[config.mk]
export PLATFORM = sky130hd
export DESIGN_NAME = audio_dac_tx
export DESIGN_NICKNAME = d
export VERILOG_FILES = /design/src/rtl/audio_dac_pkg.sv /design/src/rtl/audio_dac_fifo.sv /design/src/rtl/audio_dac_tx.sv
export SDC_FILE = /design/constraint.sdc
export NUM_CORES = 1
export LEC_CHECK = 0
export BUFFER_PORTS_ARGS = -buffer_cell sky130_fd_sc_hd__buf_2
export CORE_MARGIN = 5
export CORE_UTILIZATION = 53
export CTS_CLUSTER_DIAMETER = 100
export CTS_CLUSTER_SIZE = 25
export DETAILED_ROUTE_END_ITERATION = 6
export GPL_TIMING_DRIVEN = 0
export PLACE_DENSITY = 0.77
export REMOVE_ABC_BUFFERS = 1
export SYNTH_ARGS = -nofsm -noshare
export SYNTH_HDL_FRONTEND = slang
export SYNTH_HIERARCHICAL = 1
export SYNTH_SLANG_ARGS = --single-unit
[constraint.sdc]
create_clock -name CLK -period 2.1 [get_ports CLK]
set_input_delay 0 -clock CLK [delete_from_list [all_inputs] [get_ports CLK]]
set_output_delay 0 -clock CLK [all_outputs]
set_load 0.02 [all_outputs]
[src/rtl/audio_dac_pkg.sv]
// Shared constants and FSM encoding for the Pmod DA2-style DAC transmitter.
package audio_dac_pkg;

  localparam int FRAME_W = 16;
  localparam int DATA_W  = 12;
  localparam int PD_W    = 2;

  localparam logic [PD_W-1:0] PD_NORMAL = 2'b00;
  localparam logic [PD_W-1:0] PD_1K     = 2'b01;
  localparam logic [PD_W-1:0] PD_100K   = 2'b10;
  localparam logic [PD_W-1:0] PD_HIZ    = 2'b11;

  typedef enum logic [1:0] {
    ST_IDLE  = 2'd0,
    ST_SHIFT = 2'd1,
    ST_GAP   = 2'd2
  } state_e;

endpackage

[src/rtl/audio_dac_fifo.sv]
// Small synchronous FIFO with count-based full/empty and show-ahead read data.
module audio_dac_fifo #(
  parameter int DEPTH = 4,
  parameter int W     = 14
) (
  input  logic         CLK,
  input  logic         rst_n,
  input  logic         push_i,
  input  logic [W-1:0] wdata_i,
  input  logic         pop_i,
  output logic [W-1:0] rdata_o,
  output logic         full_o,
  output logic         empty_o
);

  localparam int AW = (DEPTH > 1) ? $clog2(DEPTH) : 1;

  logic [W-1:0]  mem_q [DEPTH];
  logic [AW-1:0] wr_q, rd_q;
  logic [AW:0]   cnt_q, cnt_d;

  always_ff @(posedge CLK) begin
    if (push_i) mem_q[wr_q] <= wdata_i;
  end

  always_comb begin
    cnt_d = cnt_q;
    case ({push_i, pop_i})
      2'b10:   cnt_d = cnt_q + 1'b1;
      2'b01:   cnt_d = cnt_q - 1'b1;
      default: cnt_d = cnt_q;
    endcase
  end

  // Depth is a power of two, so the pointers wrap naturally.
  always_ff @(posedge CLK or negedge rst_n) begin
    if (!rst_n) begin
      wr_q  <= '0;
      rd_q  <= '0;
      cnt_q <= '0;
    end else begin
      if (push_i) wr_q <= wr_q + 1'b1;
      if (pop_i)  rd_q <= rd_q + 1'b1;
      cnt_q <= cnt_d;
    end
  end

  assign rdata_o = mem_q[rd_q];
  assign full_o  = (cnt_q == (AW+1)'(DEPTH));
  assign empty_o = (cnt_q == '0);

endmodule

[src/rtl/audio_dac_tx.sv]
// Serialises 12-bit samples into 16-bit SYNC/SCLK/DIN frames for a DAC121S101.
// Optional input buffering is enabled by defining AUDIO_DAC_FIFO_EN.
module audio_dac_tx
  import audio_dac_pkg::*;
#(
  parameter int CLK_DIV    = 4,
  parameter int SYNC_GAP   = 2,
  parameter int FIFO_DEPTH = 4
) (
  input  logic              CLK,
  input  logic              rst_n,
  input  logic [DATA_W-1:0] sample_in,
  input  logic              sample_valid,
  output logic              sample_ready,
  input  logic [PD_W-1:0]   pd_mode,
  output logic              dac_sync,
  output logic              dac_sclk,
  output logic              dac_din,
  output logic              busy,
  output logic              frame_done
);

  localparam int DIV_W = $clog2(2*CLK_DIV);
  localparam int GAP_W = (SYNC_GAP > 1) ? $clog2(SYNC_GAP) : 1;
  localparam logic [DIV_W-1:0] DIV_LAST = DIV_W'(2*CLK_DIV - 1);
  localparam logic [DIV_W-1:0] DIV_HALF = DIV_W'(CLK_DIV);
  localparam logic [GAP_W-1:0] GAP_LAST = GAP_W'(SYNC_GAP - 1);
  localparam logic [3:0]       BIT_LAST = 4'(FRAME_W - 1);

  if (CLK_DIV < 2 || FIFO_DEPTH < 1 || (FIFO_DEPTH & (FIFO_DEPTH - 1)) != 0) begin : g_bad_param
    $error("audio_dac_tx: CLK_DIV must be >= 2 and FIFO_DEPTH a power of two");
  end

  state_e               state_q, state_d;
  logic [DIV_W-1:0]     div_q, div_d;
  logic [3:0]           bit_q, bit_d;
  logic [GAP_W-1:0]     gap_q, gap_d;
  logic [FRAME_W-1:0]   shift_q, shift_d;
  logic                 load;
  logic [FRAME_W-1:0]   load_word;
  logic                 div_end;
  logic                 last_bit;

`ifdef AUDIO_DAC_FIFO_EN
  logic                   fifo_full, fifo_empty;
  logic [PD_W+DATA_W-1:0] fifo_head;

  audio_dac_fifo #(
    .DEPTH (FIFO_DEPTH),
    .W     (PD_W + DATA_W)
  ) u_fifo (
    .CLK     (CLK),
    .rst_n   (rst_n),
    .push_i  (sample_valid && !fifo_full),
    .wdata_i ({pd_mode, sample_in}),
    .pop_i   (load),
    .rdata_o (fifo_head),
    .full_o  (fifo_full),
    .empty_o (fifo_empty)
  );

  assign sample_ready = !fifo_full;
  assign load         = (state_q == ST_IDLE) && !fifo_empty;
  assign load_word    = {2'b00, fifo_head};
`else
  assign sample_ready = (state_q == ST_IDLE);
  assign load         = sample_valid && sample_ready;
  assign load_word    = {2'b00, pd_mode, sample_in};
`endif

  assign div_end  = (div_q == DIV_LAST);
  assign last_bit = (bit_q == BIT_LAST);

  always_ff @(posedge CLK or negedge rst_n) begin
    if (!rst_n) begin
      state_q <= ST_IDLE;
      div_q   <= '0;
      bit_q   <= '0;
      gap_q   <= '0;
      shift_q <= '0;
    end else begin
      state_q <= state_d;
      div_q   <= div_d;
      bit_q   <= bit_d;
      gap_q   <= gap_d;
      shift_q <= shift_d;
    end
  end

  always_comb begin
    state_d = state_q;
    case (state_q)
      ST_IDLE:  if (load) state_d = ST_SHIFT;
      ST_SHIFT: if (div_end && last_bit) state_d = (SYNC_GAP > 0) ? ST_GAP : ST_IDLE;
      ST_GAP:   if (gap_q == GAP_LAST) state_d = ST_IDLE;
      default:  state_d = ST_IDLE;
    endcase
  end

  // Divider, bit counter and shifter advance only while shifting; everything else parks at zero.
  always_comb begin
    div_d   = '0;
    bit_d   = '0;
    gap_d   = '0;
    shift_d = shift_q;
    case (state_q)
      ST_IDLE: begin
        if (load) shift_d = load_word;
      end
      ST_SHIFT: begin
        bit_d = bit_q;
        div_d = div_end ? '0 : div_q + 1'b1;
        if (div_end) begin
          shift_d = {shift_q[FRAME_W-2:0], 1'b0};
          bit_d   = bit_q + 1'b1;
        end
      end
      ST_GAP: begin
        gap_d = (gap_q == GAP_LAST) ? '0 : gap_q + 1'b1;
      end
      default: shift_d = '0;
    endcase
  end

  always_comb begin
    busy       = (state_q != ST_IDLE);
    dac_sync   = (state_q != ST_SHIFT);
    dac_sclk   = (state_q != ST_SHIFT) || (div_q < DIV_HALF);
    dac_din    = (state_q == ST_SHIFT) && shift_q[FRAME_W-1];
    frame_done = (state_q == ST_GAP) && (gap_q == '0);
  end

endmodule

==> metrics.md, run 1 <==
| Metric | Value |
|---|---|
| Commonest cells after routing, fill and taps aside | `26 x dfrtp_1, 22 x buf_2, 13 x mux2_2` |
| Initial cell density of the core | `a little under three fifths` |
| Vias in the first global route | `between 800 and 900` |
| Drt first pass iters | `4` |
| Initial DRC Count | `13` |
| Final period utilization | `about nine tenths` |
| Syn. warnings | `6` |
| IO Pins | `23` |
| Via Count | `804` |
| NumNets Final | `144` |
| Outcome | `complete, no violations` |
| Register area share after synthesis | `a little over half` |
| MaxCap Viol Count | `0` |
| Fin crit period | `1.87 ns` |
| TNS Setup | `0 ns` |
| GRT Resource Usage Total | `15.4%` |
| Synth top area share | `52.5%` |
| Total length of routed wires | `between 2000 and 2500 µm` |
| First-pass GRT wire length | `4030 µm` |
| Total power | `roughly 1.7 mW` |
| IO buf count | `22` |
| Final Skew | `0.00454 ns` |
| Largest cells by area after synthesis | `dfrtp_1 53%, mux2_2 12%, a22o_2 7.3%` |
| Count of unique library cells instantiated by Yosys | `24` |
| Initial antenna violation count | `0` |
| Leak Pwr | `0.742 nW` |
| Via density | `5.32` |
| Rows | `17` |
| Most common cell after layout, fill and taps aside | `dfrtp_1` |
| Final hold violation count | `0` |
| Wire per inst | `15.2 µm` |
| Startpoint Class | `flip-flop` |
| Clock root cell | `clkbuf_4` |
| Full die area | `3400 µm²` |
| Die Y | `between 50 and 60 µm` |
| N_diodes | `0` |
| Area delta synth->final | `17.0%` |
| Critical Path AT | `roughly 2.1 ns` |
| F_max | `534 MHz` |
| Final RePlAce weighted congestion | `0.729` |
| CTS Buffer Depth | `2` |
| H-tree depth | `1` |
| Maximum number of pins on one net before global-route repair | `27` |
| Setup crit end kind | `flip-flop` |
| Post-route ant nets | `0` |
| Post-Synthesis Cells | `95` |
| Synthesized area | `approximately 1200 µm²` |
| Worst Setup Path Type | `reg -> reg` |
| Dpl hpwl | `1470 µm` |
| Mapped Avg Cell Area | `around 13 µm²` |
| Layout cell share with drive strength beyond 1 | `46.3%` |
| CP required | `2.31 ns` |
| Total CTS buffers | `3` |
| Clock sinks | `26` |
| Remaining DRCs | `0` |
| Largest area contributor in the netlist | `dfrtp_1` |
| Worst hold path type | `in -> reg` |
| Yosys reg bits | `26` |
| CTS tree | `yes` |
| Slew Viols, Final | `0` |
| Slew margin rel. | `62.1%` |
| RSZ-0062 raised after global routing | `false` |
| Worst-margin pin slew | `0.569 ns` |
| PwrDens | `1170 nW/µm²` |
| Core area | `2210 µm²` |
| Gr ovfl total | `0` |
| Fillcell total | `187` |
| # setup viols final | `0` |
| Reg clk slew, reported paths | `0.13 ns` |
| CP Max Fanout | `15` |
| Maximum VDD drop | `0.000832 V` |
| Clk Latency, worst-skew pair | `0.31 ns` |
| Die X | `58.3 µm` |
[per-stage QoR]
stage | hold WS [ns] | cell area, µm² | instances | setup WS [ns] | util [%]
after floorplan | -0.296 | 1180 | 90 | 0.227 | -
after global placement | 0.0194 | 1330 | 140 | 0.0487 | 60.1
after detailed placement | 0.0316 | 1330 | 140 | 0.00561 | 60.1
after CTS | 0.00102 | 1430 | 150 | 0.0690 | 64.8
after global routing | 0.00307 | 1450 | 151 | 0.142 | 65.5
final | 0.0197 | 1450 | 151 | 0.229 | 65.5
[path summary, 6_finish.rpt]
check | endpoint | slack [ns] | from | cells past startpoint
hold / removal | shift_q[10] | 0.02 | sample_in[10] | 3
hold reg to reg | gap_q | 0.44 | gap_q | 1
setup reg to reg | shift_q[13] | 0.23 | div_q[0] | 6
setup / recovery | shift_q[13] | 0.23 | div_q[0] | 6
min in group asynchronous | div_q[1] | 0.21 | rst_n | 2
max in group asynchronous | shift_q[14] | 1.52 | rst_n | 2
[area by class of cell]
type | instances | area, µm² | share of cell area [%]
clock buffers | 4 | 36.3 | 2.50
inverters | 5 | 18.8 | 1.30
multi-input cells | 59 | 523 | 36.1
flip-flops and latches | 26 | 651 | 44.9
well taps | 28 | 35.0 | 2.42
repair buffers | 29 | 185 | 12.8
[critical path, cell delays in order, from the launching register on]
cell	delay (ns)
dfrtp_1	0.41
ha_1	0.20
ha_1	0.28
o21a_1	0.24
a21oi_4	0.14
buf_12	0.16
mux2_2	0.34
[where the power goes]
part | internal (mW) | switching [mW] | leakage (nW)
logic | 0.398 | 0.276 | 0.383
clock network | 0.106 | 0.139 | 0.0210
registers | 0.673 | 0.0984 | 0.337
[synth_stat cells]
library cell	instances
xor2_1	2
buf_8	1
o21a_1	1
xnor2_1	1
ha_1	3
dfrtp_1	26
nor2b_1	1
a21oi_4	1
nor3b_1	1
nand4_1	2
a22o_2	9
buf_2	1
buf_6	3
o21bai_1	1
nor3_1	1
nor2_1	6
inv_1	4
mux2_2	13
nor2_4	1
mux2i_1	5
and2_2	2
nand2_1	5
inv_2	1
a22o_1	4
[routing by layer]
metal	routed length, µm	global-route usage [%]
met5	0	0
met3	64	2.19
met4	16	5.96
met2	1210	26.0
met1	1010	19.8
[logic make-up after synthesis]
kind of cell    count (synthesis)  synth area share (%)
compound gates                 16                  12.6
xor+xnor                        3                  2.12
fa+ha+maj                       3                  3.03
buf+inv                        10                  5.86
flops                          26                  52.5
mux                            18                  15.9
simple gates                   19                  7.98
[what timing repair did]
action	4_1_cts	5_1_grt
setup endpoints to repair	4	2
endpoints found under the hold margin	28	1
hold buffers	3	1
gates resized for setup	1	1
buffers inserted	3	0
[flip-flops by register name, indices dropped and copies added (netlist names)]
register,flops
div_q,3
shift_q,16
state_q,2
bit_q,4
gap_q,1
Note: power is estimated with default switching activity, not from simulation.
==> run 2: changes to the inputs <==
Settings changed: ABC_AREA from default to 1, CORE_UTILIZATION 53 to 55, PLACE_DENSITY 0.77 to 0.78.
==> metrics.md, run 2 <==
| Metric | Value |
|---|---|
| H-tree depth | `1 (unchanged)` |
| Layout cell share with drive strength beyond 1 | `20.8% (-26 points)` |
| Drt first pass iters | `4 (unchanged)` |
| Fillcell total | `204 (+9.1%)` |
| Reg clk slew, reported paths | `0.13 ns (about the same)` |
| Final Skew | `0.00581 ns (+0.00127 ns)` |
| Critical Path AT | `1.74 ns (-0.34 ns)` |
| Dpl hpwl | `1760 µm (+20%)` |
| Mapped Avg Cell Area | `8.01 µm² (-39%)` |
| Core area | `2430 µm² (+10%)` |
| First-pass GRT wire length | `4930 µm (+22%)` |
| # hold bufs at CTS | `15 (+12)` |
| Via Count | `1120 (+39%)` |
| Biggest regs | `shift_q (16), bit_q (4), div_q (3)` |
| Remaining DRCs | `0 (unchanged)` |
| # setup viols final | `0 (unchanged)` |
| Most common cell in the netlist | `nand2_1` |
| N_diodes | `0 (unchanged)` |
| Clock Power Share | `13.7% (-0.8 points)` |
| Post-synth EDFFs | `0 (unchanged)` |
| Gr ovfl total | `0 (unchanged)` |
| Register area share after synthesis | `47.5% (-5.0 points)` |
| Maximum VDD drop | `0.000650 V (-22%)` |
| Syn. warnings | `6 (unchanged)` |
| Worst hold path type | `in -> reg` |
| Slew margin rel. | `62.2% (+0.13 points)` |
| RSZ-0062 raised after global routing | `false` |
| Asr flop ratio synth | `100% (unchanged)` |
| Worst Setup Path Type | `reg -> out` |
| F_max | `576 MHz (+7.7%)` |
| PwrDens | `914 nW/µm² (-22%)` |
| Slew Viols, Final | `0 (unchanged)` |
| MaxCap Viol Count | `0 (unchanged)` |
| Top reg by flops | `shift_q` |
| Area delta synth->final | `19.5%` |
| Die Y | `59.9 µm (+2.7%)` |
| CTS Buffer Depth | `2 (unchanged)` |
| Via density | `4.73 (-11%)` |
| Total CTS buffers | `3 (unchanged)` |
| Synthesized area | `1370 µm² (+11%)` |
| Largest area contributor in the netlist | `dfrtp_1` |
| Largest cells by area after synthesis | `dfrtp_1 47%, nand2_1 25%, nor2_1 3.3%` |
| Full die area | `3590 µm² (+5.4%)` |
| IO buf count | `22 (unchanged)` |
| CP Max Fanout | `19 (+4)` |
| Wire per inst | `11.0 µm (-28%)` |
| Maximum number of pins on one net before global-route repair | `27 (unchanged)` |
| Fin crit period | `1.74 ns (-0.134 ns)` |
| Synth top area share | `47.5% (-5.0 points)` |
| Yosys reg bits | `26 (unchanged)` |
| Switch Pwr | `0.554 mW (+7.8%)` |
| NumNets Final | `229 (+59%)` |
| IO Pins | `23 (unchanged)` |
| Setup crit end kind | `primary output` |
| Internal Pwr Total | `0.942 mW (-20%)` |
| Final period utilization | `82.7% (-6.4 points)` |
| Post CTS Setup Buffer Count | `0 (-3)` |
| Total length of routed wires | `2610 µm (+14%)` |
| Clk Latency, worst-skew pair | `0.31 ns (about the same)` |
| Post-route ant nets | `0 (unchanged)` |
| R2R Setup Slk | `0.56 ns (+0.33 ns)` |
| GRT Resource Usage Total | `18.2% (+2.8 points)` |
| Post-Synthesis Cells | `171 (+80%)` |
| Initial antenna violation count | `0 (unchanged)` |
| Commonest cells after routing, fill and taps aside | `93 x nand2_1, 26 x dfrtp_1, 22 x buf_2` |
| Count of unique library cells instantiated by Yosys | `19 (-21%)` |
| TNS Setup | `0 ns (unchanged)` |
| Final hold violation count | `0 (unchanged)` |
| Largest register FFs | `16 (unchanged)` |
| Area of the multi-input gates | `614 µm² (+17%)` |
| Initial DRC Count | `29 (+16)` |
| Outcome | `complete, no violations` |
| Most common cell after layout, fill and taps aside | `nand2_1` |
| PostCTS Resize Cnt | `0 (-1)` |
| Clock root cell | `clkbuf_4` |
| Worst-margin pin slew | `0.567 ns (-0.00194 ns)` |
| Primary FF master, synth | `dfrtp_1` |
| Sw frac | `37.0% (+6.7 points)` |
| CTS tree | `yes` |
| Rows | `18 (+1)` |
| Initial cell density of the core | `56.3% (+0.33 points)` |
| Reg power frac | `50.1% (+4.5 points)` |
| Startpoint Class | `flip-flop` |
| Die X | `59.9 µm (+2.7%)` |
| Placed cells | `219 (+56%)` |
| Non-Filler Instances | `237 (+57%)` |
| Vias in the first global route | `1138 (+30%)` |
| Register area | `651 µm² (unchanged)` |
| Comb power frac | `36.2% (-3.7 points)` |
| Leak Pwr | `0.933 nW (+26%)` |
| Clock sinks | `26 (unchanged)` |
| CP required | `2.10 ns (-0.21 ns)` |
| Final RePlAce weighted congestion | `0.790 (+8.4%)` |
| Top cell types by occurrence after synthesis | `93 x nand2_1, 26 x dfrtp_1, 12 x nor2_1` |
run 2: cell count changes in the layout (fill, tap and decap cells not counted), sizes merged, moves of 2 or more:
cell	before	now
nand2	5	101
a22o	13	0
mux2	13	0
dlygate4sd3	4	15
inv	5	13
nor2	7	15
mux2i	5	0
buf	25	22
and2	2	0
nand3	0	2
xor2	2	0
run 2: metal layers:
layer	part of all wire (%)	vias to the layer above	GRT usage (%)	wire length, µm
li1	-	586	-	-
met1	46	506	22.7	1210
met2	48	24	30.7	1250
met3	4.0	4	3.24	104
met4	2.0	0	7.59	52
met5	0	-	0	0
run 2: per-stage QoR:
| step | setup slack, ns | power, mW | utilization [%] | cell area, µm² | hold slack [ns] |
|---|---|---|---|---|---|
| floorplan | 0.745 | 1.15 | - | 1320 | -0.296 |
| global placement | 0.623 | 1.26 | 60.2 | 1460 | 0.0256 |
| detailed placement | 0.583 | 1.28 | 60.2 | 1460 | 0.0301 |
| CTS | 0.350 | 1.51 | 67.3 | 1640 | 0.000178 |
| global route | 0.197 | 1.64 | 67.3 | 1640 | 0.0107 |
| finish | 0.363 | 1.50 | 67.3 | 1640 | 0.00393 |
run 2: worst max-delay path: stages (launching register included):
cell     delay, ns
dfrtp_1       0.50
inv_2         0.11
nor2_4        0.38
inv_2         0.15
nor2_1        0.11
buf_2         0.17
run 2: cells by family after synthesis:
family | synth area share (%)
AOI/OAI and AO/OA | 1.83
buffers and inverters | 7.67
adders and majority gates | 2.74
and+or+nand+nor | 40.3
DFF | 47.5
run 2: power groups by stage:
stage	sequential, mW	combinational, mW	clock [mW]
final	0.749	0.541	0.205
after global routing	0.771	0.639	0.232
after CTS	0.748	0.549	0.213
after detailed placement	0.756	0.528	0
after global placement	0.748	0.507	0
after floorplan	0.735	0.411	0
run 2: worst paths after layout:
kind,endpoint,start,cells after the start
min in group asynchronous,shift_q[8],rst_n,2
worst min-delay path,state_q[0],sample_valid,3
worst max register to register,shift_q[13],div_q[0],8
worst min register to register,div_q[0],div_q[0],1
max in group asynchronous,shift_q[5],rst_n,2
worst max-delay path,dac_din,state_q[0],5
run 2: final cells by class:
| class | count | share of cell area (%) |
|---|---|---|
| inverter | 13 | 3.13 |
| tap | 30 | 2.29 |
| sequential | 26 | 39.8 |
| clock buffer | 3 | 1.38 |
| multi-input combinational | 128 | 37.5 |
| timing repair buffer | 37 | 15.9 |
==> run 3: changes to the inputs <==
Clock period 2.1 ns to 1.7 ns, I/O delays scaled along.
==> metrics.md, run 3 (same netlist as run 2, synthesis figures left out) <==
| Metric | Value |
|---|---|
| Outcome | `complete, no violations` |
| IO buf count | `22 (unchanged)` |
| Startpoint Class | `flip-flop` |
| Crit path capture | `shift_q[13]` |
| Non-Filler Instances | `239 (+0.84%)` |
| Final RePlAce weighted congestion | `0.790 (unchanged)` |
| Top reg by flops | `shift_q` |
| Final hold violation count | `0 (unchanged)` |
| R2R Setup Slk | `0.18 ns (-0.38 ns)` |
| Die Y | `59.9 µm (unchanged)` |
| Area delta synth->final | `20.5%` |
| Rows | `18 (unchanged)` |
| Leak Pwr | `0.942 nW (+0.91%)` |
| H-tree depth | `1 (unchanged)` |
| Slew Viols, Final | `0 (unchanged)` |
| Die X | `59.9 µm (unchanged)` |
| Reg2Reg Launch Point | `div_q[0]` |
| Core area | `2430 µm² (unchanged)` |
| Layout cell share with drive strength beyond 1 | `21.5% (+0.76 points)` |
| # setup viols final | `0 (unchanged)` |
| Critical Path AT | `1.78 ns (+0.04 ns)` |
| Comb power frac | `36.6% (+0.4 points)` |
| GRT Resource Usage Total | `18.4% (+0.23 points)` |
| Total CTS buffers | `3 (unchanged)` |
| Full die area | `3590 µm² (unchanged)` |
| Worst Setup Path Type | `reg -> reg` |
| Hold WS | `0.00650 ns (+0.00257 ns)` |
| Placed Area | `1460 µm² (unchanged)` |
| Setup crit end kind | `flip-flop` |
| Initial cell density of the core | `56.3% (unchanged)` |
| Maximum number of pins on one net before global-route repair | `27 (unchanged)` |
| RSZ-0062 raised after global routing | `false` |
| Sw frac | `37.0% (-0.084 points)` |
| Switch Pwr | `0.685 mW (+24%)` |
| Wire per inst | `11.0 µm (-0.19%)` |
| Clock Power Share | `13.5% (-0.2 points)` |
| Final period utilization | `89.5%` |
| Internal Pwr Total | `1.17 mW (+24%)` |
| CP Max Fanout | `15 (-4)` |
| IO Pins | `23 (unchanged)` |
| Worst-margin pin slew | `0.567 ns (+0.000367 ns)` |
| Dpl hpwl | `1760 µm (unchanged)` |
| Clk Latency, worst-skew pair | `0.31 ns (about the same)` |
| GR Layer Usage met2 | `31.3% (+0.62 points)` |
| CTS Buffer Depth | `2 (unchanged)` |
| Initial antenna violation count | `0 (unchanged)` |
| Gr ovfl total | `0 (unchanged)` |
| Remaining DRCs | `0 (unchanged)` |
| Global-route met1 utilization | `22.8% (+0.14 points)` |
| First-pass GRT wire length | `4990 µm (+1.3%)` |
| Initial DRC Count | `36 (+24%)` |
| CP required | `1.96 ns (-0.14 ns)` |
| TNS Setup | `0 ns (unchanged)` |
| Worst hold path type | `in -> reg` |
| Clock sinks | `26 (unchanged)` |
| Total power | `1.86 mW (+24%)` |
| MaxCap Viol Count | `0 (unchanged)` |
| Most common cell after layout, fill and taps aside | `nand2_1` |
| Final Skew | `0.00458 ns (-0.00123 ns)` |
| Commonest cells after routing, fill and taps aside | `93 x nand2_1, 26 x dfrtp_1, 22 x buf_2` |
| Largest register FFs | `16 (unchanged)` |
| Reg clk slew, reported paths | `0.13 ns (about the same)` |
| Worst r2r path cells | `8 (unchanged)` |
| Total length of routed wires | `2630 µm (+0.65%)` |
| Via Count | `1128 (+0.71%)` |
| Design area | `1650 µm² (+0.92%)` |
| Clock root cell | `clkbuf_4` |
| PwrDens | `1120 nW/µm² (+23%)` |
| Drt first pass iters | `6 (+2)` |
| Global-route track usage on met3 | `3.24% (unchanged)` |
| NumNets Final | `231 (+0.87%)` |
| Post-route ant nets | `0 (unchanged)` |
| Global route hottest layer | `met2` |
| Reg power frac | `49.9% (-0.2 points)` |
| Reg-to-reg endpoint | `shift_q[13]` |
| Biggest regs | `shift_q (16), bit_q (4), div_q (3)` |
| Vias in the first global route | `1153 (+1.3%)` |
| Placed cells | `219 (unchanged)` |
| Maximum VDD drop | `0.000805 V (+24%)` |
| Fin crit period | `1.52 ns` |
| Slew margin rel. | `62.2% (about the same)` |
| N_diodes | `0 (unchanged)` |
| F_max | `~660 MHz` |
| Via density | `4.72 (-0.13%)` |
| CP Launch Point | `div_q[0]` |
| CTS tree | `yes` |
-- run 3: worst min path at each step --
| stage | startpoint | endpoint | slack [ns] | depth (start not counted) |
|---|---|---|---|---|
| global route | sample_valid | state_q[0] | 0.01 | 3 |
| finish | sample_valid | state_q[0] | 0.006 | 3 |
| CTS | sample_valid | state_q[0] | 0.0002 | 3 |
| global placement | rst_n | bit_q[3] | 0.03 | 1 |
| detailed placement | rst_n | bit_q[3] | 0.03 | 1 |
| floorplan | rst_n | bit_q[0] | -0.30 | 0 |
-- run 3: layout make-up --
type,instances,area [µm²]
Fill cell,202,781
Sequential cell,26,651
Multi-Input combinational cell,128,614
Timing Repair Buffer,39,275
Inverter,13,51.3
Tap cell,30,37.5
Clock buffer,3,22.5
-- run 3: what timing repair did --
action,4_1_cts,5_1_grt
hold buffers,15,0
endpoints found under the hold margin,40,0
endpoints found under the setup margin,1,0
setup buffers,2,0
gates resized for setup,0,0
-- run 3: critical path, cell delays in order (launching register included) --
cell	delay, ns
dfrtp_1	0.38
ha_1	0.15
ha_1	0.25
inv_1	0.12
nand3_4	0.12
nand2_4	0.07
nor2_8	0.22
nand2_1	0.09
nand2_1	0.07
-- run 3: power groups by stage --
| stage | registers (mW) | clock network (mW) | logic (mW) |
|---|---|---|---|
| final | 0.926 | 0.251 | 0.678 |
| after CTS | 0.924 | 0.263 | 0.686 |
| after global placement | 0.925 | 0 | 0.626 |
| after floorplan | 0.908 | 0 | 0.507 |
| after detailed placement | 0.934 | 0 | 0.653 |
| after global routing | 0.953 | 0.286 | 0.801 |
-- run 3: metal layers --
layer,vias up,wire (µm)
met2,23,1300
met3,4,84
met1,509,1190
met4,0,52
met5,-,0
li1,592,-
-- run 3: per-stage QoR --
stage	util [%]	setup slack [ns]
2_1_floorplan	-	0.345
3_3_place_gp	60.2	0.223
3_5_place_dp	60.2	0.183
4_1_cts	67.9	0.153
5_1_grt	67.9	0.0254
6_report	67.9	0.179
